### config.mk
export PLATFORM = sky130hd
export DESIGN_NAME = shift_seq
export DESIGN_NICKNAME = d
export VERILOG_FILES = /design/src/rtl/shift_seq.sv
export SDC_FILE = /design/constraint.sdc
export NUM_CORES = 1
export LEC_CHECK = 0
export ABC_AREA = 1
export CAP_MARGIN = 20
export CORE_UTILIZATION = 58
export CTS_CLUSTER_SIZE = 8
export DETAILED_ROUTE_END_ITERATION = 6
export PLACE_DENSITY_LB_ADDON = 0.08
export SYNTH_ARGS = -nofsm -noshare
export SYNTH_HDL_FRONTEND = slang
export SYNTH_SLANG_ARGS = --single-unit
### constraint.sdc
create_clock -name clk -period 2.1 [get_ports clk]
set_input_delay 0.42 -clock clk [delete_from_list [all_inputs] [get_ports clk]]
set_output_delay 0.42 -clock clk [all_outputs]
set_load 0.05 [all_outputs]
### src/rtl/shift_seq.sv
// Multi-cycle shift/rotate unit: latches one operand and applies power-of-two
// stages 8, 4, 2, 1 on successive clocks, then pulses done with the result.
module shift_seq (
   input  logic        clk,
   input  logic        rst_n,
   input  logic        start,
   input  logic [15:0] in,
   input  logic [1:0]  op,
   input  logic [3:0]  cnt,
   output logic        ready,
   output logic        busy,
   output logic        done,
   output logic [15:0] out
);

   typedef enum logic [1:0] {
      IDLE  = 2'd0,
      SHIFT = 2'd1,
      DONE  = 2'd2
   } state_t;

   state_t      state, state_nxt;
   logic [15:0] data;
   logic [1:0]  op_r;
   logic [3:0]  cnt_r;
   logic [1:0]  idx;
   logic [15:0] stage_res;

   // One shifter cell of size 2^sel; all four ops share the same amount.
   function automatic logic [15:0] stage_fn(input logic [15:0] d,
                                            input logic [1:0]  o,
                                            input logic [1:0]  sel);
      logic [4:0]         k;
      logic signed [15:0] ds;
      k  = 5'd1 << sel;
      ds = d;
      case (o)
         2'b00:   stage_fn = (d << k) | (d >> (5'd16 - k));
         2'b01:   stage_fn = d << k;
         2'b10:   stage_fn = ds >>> k;
         default: stage_fn = d >> k;
      endcase
   endfunction

   always_comb begin
      stage_res = data;
      if (cnt_r[idx])
         stage_res = stage_fn(data, op_r, idx);
   end

   always_ff @(posedge clk or negedge rst_n) begin
      if (!rst_n)
         state <= IDLE;
      else
         state <= state_nxt;
   end

   always_comb begin
      state_nxt = state;
      ready     = 1'b0;
      busy      = 1'b0;
      done      = 1'b0;
      case (state)
         IDLE: begin
            ready = 1'b1;
            if (start)
               state_nxt = SHIFT;
         end
         SHIFT: begin
            busy = 1'b1;
            if (idx == 2'd0)
               state_nxt = DONE;
         end
         DONE: begin
            done      = 1'b1;
            state_nxt = IDLE;
         end
         default: state_nxt = IDLE;
      endcase
   end

   // Operand latch, per-stage working register and the held result.
   always_ff @(posedge clk or negedge rst_n) begin
      if (!rst_n) begin
         data  <= '0;
         op_r  <= '0;
         cnt_r <= '0;
         idx   <= '0;
         out   <= '0;
      end else begin
         case (state)
            IDLE: begin
               if (start) begin
                  data  <= in;
                  op_r  <= op;
                  cnt_r <= cnt;
                  idx   <= 2'd3;
               end
            end
            SHIFT: begin
               data <= stage_res;
               idx  <= idx - 2'd1;
               if (idx == 2'd0)
                  out <= stage_res;
            end
            default: ;
         endcase
      end
   end

endmodule

# Word level (Yosys, flattened, before mapping)
# Index checks and enable logic that the tools add are counted.
# W data, S select, Z words.
# totals
regBits	42
word_cells	43
# op_classes
reduce_logical	8
bitwise	1
add_sub_neg	2
mux	14
magnitude_cmp	1
eq_ne	6
shift	5
# op_table
operator	count
$pmux W16 S3	1
$mux W16	2
$pmux W16 S2	1
$shr A16 B5 Y16	2
$or A16 B16 Y16	1
$shl A16 B5 Y16	1
$sshr A16 B5 Y16	1
$pmux W2 S2	2
$reduce_and A2 Y1	4
$logic_not A2 Y1	3
$mux W2	3
$shl A1 B2 Y5 const A	1
$sub A5 B5 Y5 const A	1
$eq A2 B1 Y1 const B	2
$eq A2 B2 Y1 const B	2
$mux W1	4
$ne A2 B2 Y1 const B	2
$lt A2 B3 Y1 const B	1
$bmux W1 S2	1
$reduce_bool A2 Y1	1
$sub A2 B1 Y2 const B	1

# Logic depth before layout (Yosys ltp)
# depth
depth_word	7
depth_mapped	16
ltp_nobuf	15

# Least setup slack after synthesis
# No wires, ideal clock.
# synth_timing
path_kind	flip-flop to flip-flop
from	register idx[1]
to	register data[7]
stages_incl_launch_ff	13
setup_ns	0.065
synth_period_minus_slack_ns	1.941
t_arrival_ns	1.875
setup_slack_ns	0.159
path_buffers	2
t_required_ns	2.035
path_cell_list	dfrtp_1 -> inv_1 -> ha_1 -> buf_6 -> inv_4 -> buf_6 -> ha_1 -> or2_1 -> nor3_1 -> o21ai_1 -> nand2_1 -> nand3_1 -> nand2_1
# synth_between
elab_chain_len	7
elab_cells_between_ends	12
classes_between	1 x add/sub; 5 x shift; 5 x mux; 1 x bitwise
# synth_rtl
element	line	source
start: declaration	26	logic [1:0] idx;
start signal: assignment	102	idx <= idx - 2'd1;
$shl A1 B2 Y5	35	k = 5'd1 << sel;
$sub A5 B5 Y5	38	2'b00: stage_fn = (d << k) | (d >> (5'd16 - k));
$shr A16 B5 Y16	38	
$or A16 B16 Y16	38	
$pmux W16 S3	37	case (o)
$mux W16 *	47	if (cnt_r[idx])
$pmux W16 S2 *	91	case (state)
end signal: assignment	94	data <= in;
end signal: assignment	101	data <= stage_res;
end: declaration	23	logic [15:0] data;
# Mark *: on every way between the ends. The rest lies on a longest branch, timed or not. The select of a mux whose other input is x is not followed.
# A chain may end at the register's enable or synchronous reset.

# Worst setup path in the final report
# layout_timing
from	register idx[1]
to	register out[3]
# layout_between
elab_chain_len	6
elab_cells_between_ends	13
classes_between	1 x add/sub; 5 x shift; 4 x mux; 1 x bitwise; 2 x reduce/logical
# layout_rtl
element	line	source
$shl A1 B2 Y5	35	
$sub A5 B5 Y5	38	
$shr A16 B5 Y16	38	
$or A16 B16 Y16	38	
$pmux W16 S3	37	
$mux W16	47	
end signal: assignment	104	out <= stage_res;
end: declaration	13	output logic [15:0] out
# Several ways; a longest one is shown, not always the timed one. The select of a mux whose other input is x is not followed.

==> impl_metrics.py <==
metrics = {
    "logic_synthesis": {
        "synth_seq_area_share_pct": 26.9,
        "muxShareOfSynthArea_pct": 1.15,
        "netlist_top_cells_count": "nand2_1, nand3_1, inv_1",
        "synth_edf_count": 0,
        "synth_top_family_by_area": "simple AND/OR/NAND/NOR gates",
        "synth-compound-area-share_pct": 10.3,
        "synth_top_area_share_pct": 26.9,
        "synth_simple_gate_area_share_pct": 49.2,
        "netlist_area_mm2": 0.00390,
        "yosysUniqueCellTypes": 33,
        "dominantRegCellSynth": "dfrtp_1",
        "synthTopCellsByArea": "dfrtp_1, nand2_1, nand3_1",
        "async_reset_ff_share_pct": 100,
        "yosys.area_share.xor_xnor_pct": 0,
        "yosys.cell_count.top_type": "nand2_1",
        "yosys_warnings": 0,
        "netlist_instances": 665,
        "yosys.area_share.adder_pct": 2.24,
        "yosys_register_bits": 42,
        "syn_nets": 697,
        "synth_area_per_cell_um2": 5.87,
        "synth_top_area_cell": "dfrtp_1",
    },
    "cells_and_area": {
        "stdcell_count": 818,
        "finish.utilization_pct": 79.2,
        "final_nets": 772,
        "syn_to_final_growth_pct": 30.3,
        "drive_gt1_share_pct": 16.6,
        "num_antenna_cells": 0,
        "fillers": 481,
    },
    "worst_setup_path": {
        "cp-start-kind": "flip-flop",
        "crit_path_end_kind": "flip-flop",
        "worst-endpoint-required_ps": 2340,
        "cp.arrival_ps": 2310,
        "cp_max_fo": 5,
        "r2r_slack_ps": 30,
        "critPathKind": "flip-flop to flip-flop",
        "reg2regPathDepth": 10,
    },
    "drt": {
        "drt-vias-per-instance": 6.36,
        "first_pass_iters": 7,
        "wire_per_inst_um": 18.5,
        "num_vias": 5199,
        "ant_nets": 0,
        "drc": 0,
        "dr.first_iter.drc_count": 710,
        "drt-total-wl_um": 15100,
    },
    "sta": {
        "hold_viol": 0,
        "setup_viol": 0,
        "drv_slew": 0,
        "fin_hold_ws_ps": 92.3,
        "rsz0062_at_grt": "yes",
        "min_period_ps": 2070,
        "max_freq_mhz": 483,
        "slew_headroom_pct": 62.6,
        "worst_slew_pin_slew_ps": 561,
        "tns_ps": 0,
        "period_share_pct": 98.7,
        "final.setup_skew_ps": 11.6,
    },
    "global_route": {
        "gr-usage-all-layers_pct": 42.4,
        "grt_pass1_vias": 4737,
        "grt_first_pass_wirelength_um": 23500,
        "gr-total-overflow": 0,
        "grt_antenna_before_repair": 0,
        "grt_max_degree": 25,
    },
    "cts": {
        "clockBufferDepth": 2,
        "hold_buffers": 0,
        "htree_levels": 2,
        "cts_tree": "built",
        "clk_latency_ps": 310,
        "path_clk_slew_ps": 90,
        "clock_sinks": 42,
        "cts_made_buffers": 5,
        "root_buffer": "clkbuf_8",
    },
    "min_path": {
        "min_path_type": "input port to async pin",
    },
    "placed_design": {
        "place_inst": 804,
        "globalplace.congestion": 1.08,
        "dp_hpwl_um": 10900,
        "io_buffer_count": 43,
    },
    "job": {
        "max_cap_viol_count": 0,
    },
    "run_status": {
        "status": "completed",
    },
    "floorplan": {
        "die_h_um": 84.0,
        "dieArea_mm2": 0.00706,
        "start_util_pct": 60.8,
        "die_w_um": 84.0,
        "ioPinCount": 44,
        "fp.coreArea_mm2": 0.00642,
        "floorplan.rows": 29,
    },
}
[layout make-up]
type | instances | area, um^2 | share of cell area [%]
inverters | 56 | 223 | 4.38
clock inverters | 3 | 68.8 | 1.35
clock buffers | 5 | 68.8 | 1.35
repair buffers | 101 | 965 | 19.0
flip-flops and latches | 42 | 1050 | 20.7
well taps | 77 | 96.3 | 1.89
multi-input cells | 534 | 2610 | 51.4
[registers in the layout, summed over array words and instances (netlist names)]
| signal | flops |
|---|---|
| data | 16 |
| out | 16 |
| cnt_r | 4 |
| state | 2 |
| op_r | 2 |
| idx | 2 |
[cell families after synthesis]
logic type      count (synthesis)
simple gates                  448
flops                          42
buf+inv                        89
compound gates                 75
mux                             4
fa+ha+maj                       7
[layer usage]
layer	global-route usage (%)	part of all wire [%]	vias up
met5	0	0	-
met4	20.4	5.1	0
met3	10.1	14	98
met2	65.9	44	490
met1	55.6	37	2295
li1	-	-	2316
[worst max-delay path, stage by stage (launching register included)]
cell	delay [ps]
dfrtp_1	440
inv_4	130
ha_2	230
inv_2	70
ha_1	260
or2_1	270
a21oi_1	140
a21oi_1	110
nand2_1	150
nand3_1	120
nand2_1	80
[final timing paths]
check | start | end
max | idx[1] | out[3]
min reg2reg | out[2] | out[2]
max reg2reg | idx[1] | out[3]
min in group clk | out[2] | out[2]
max in group asynchronous | rst_n | data[0]
min | rst_n | out[9]
[stage by stage]
stage                     worst slack (ps)  instance area [um^2]
final                                 27.5                  5090
after global routing                 -45.6                  5090
after CTS                            -4.83                  4890
after detailed placement             -68.1                  4690
after global placement               -43.8                  4690
after floorplan                        159                  3900
[placed cells by master, fill, tap and decap left out, drive strengths merged, types with 3 or more instances in the layout]
cell	n
dfrtp	42
inv	56
nand4	4
clkdlybuf4s50	39
mux2	4
o21ai	32
a31oi	3
o211ai	3
buf	62
ha	7
nor2	29
or2	3
clkbuf	5
nand2	267
a21oi	34
nand3	143
[timing repair]
item,CTS,global route
pin swaps,1,19
resized for setup,12,50
endpoints found under the hold margin,0,0
setup endpoints to repair,22,24
buffers inserted,3,3
Power is not shown: default switching activity piles up to over one toggle a cycle in this logic, so the estimate is an artifact.
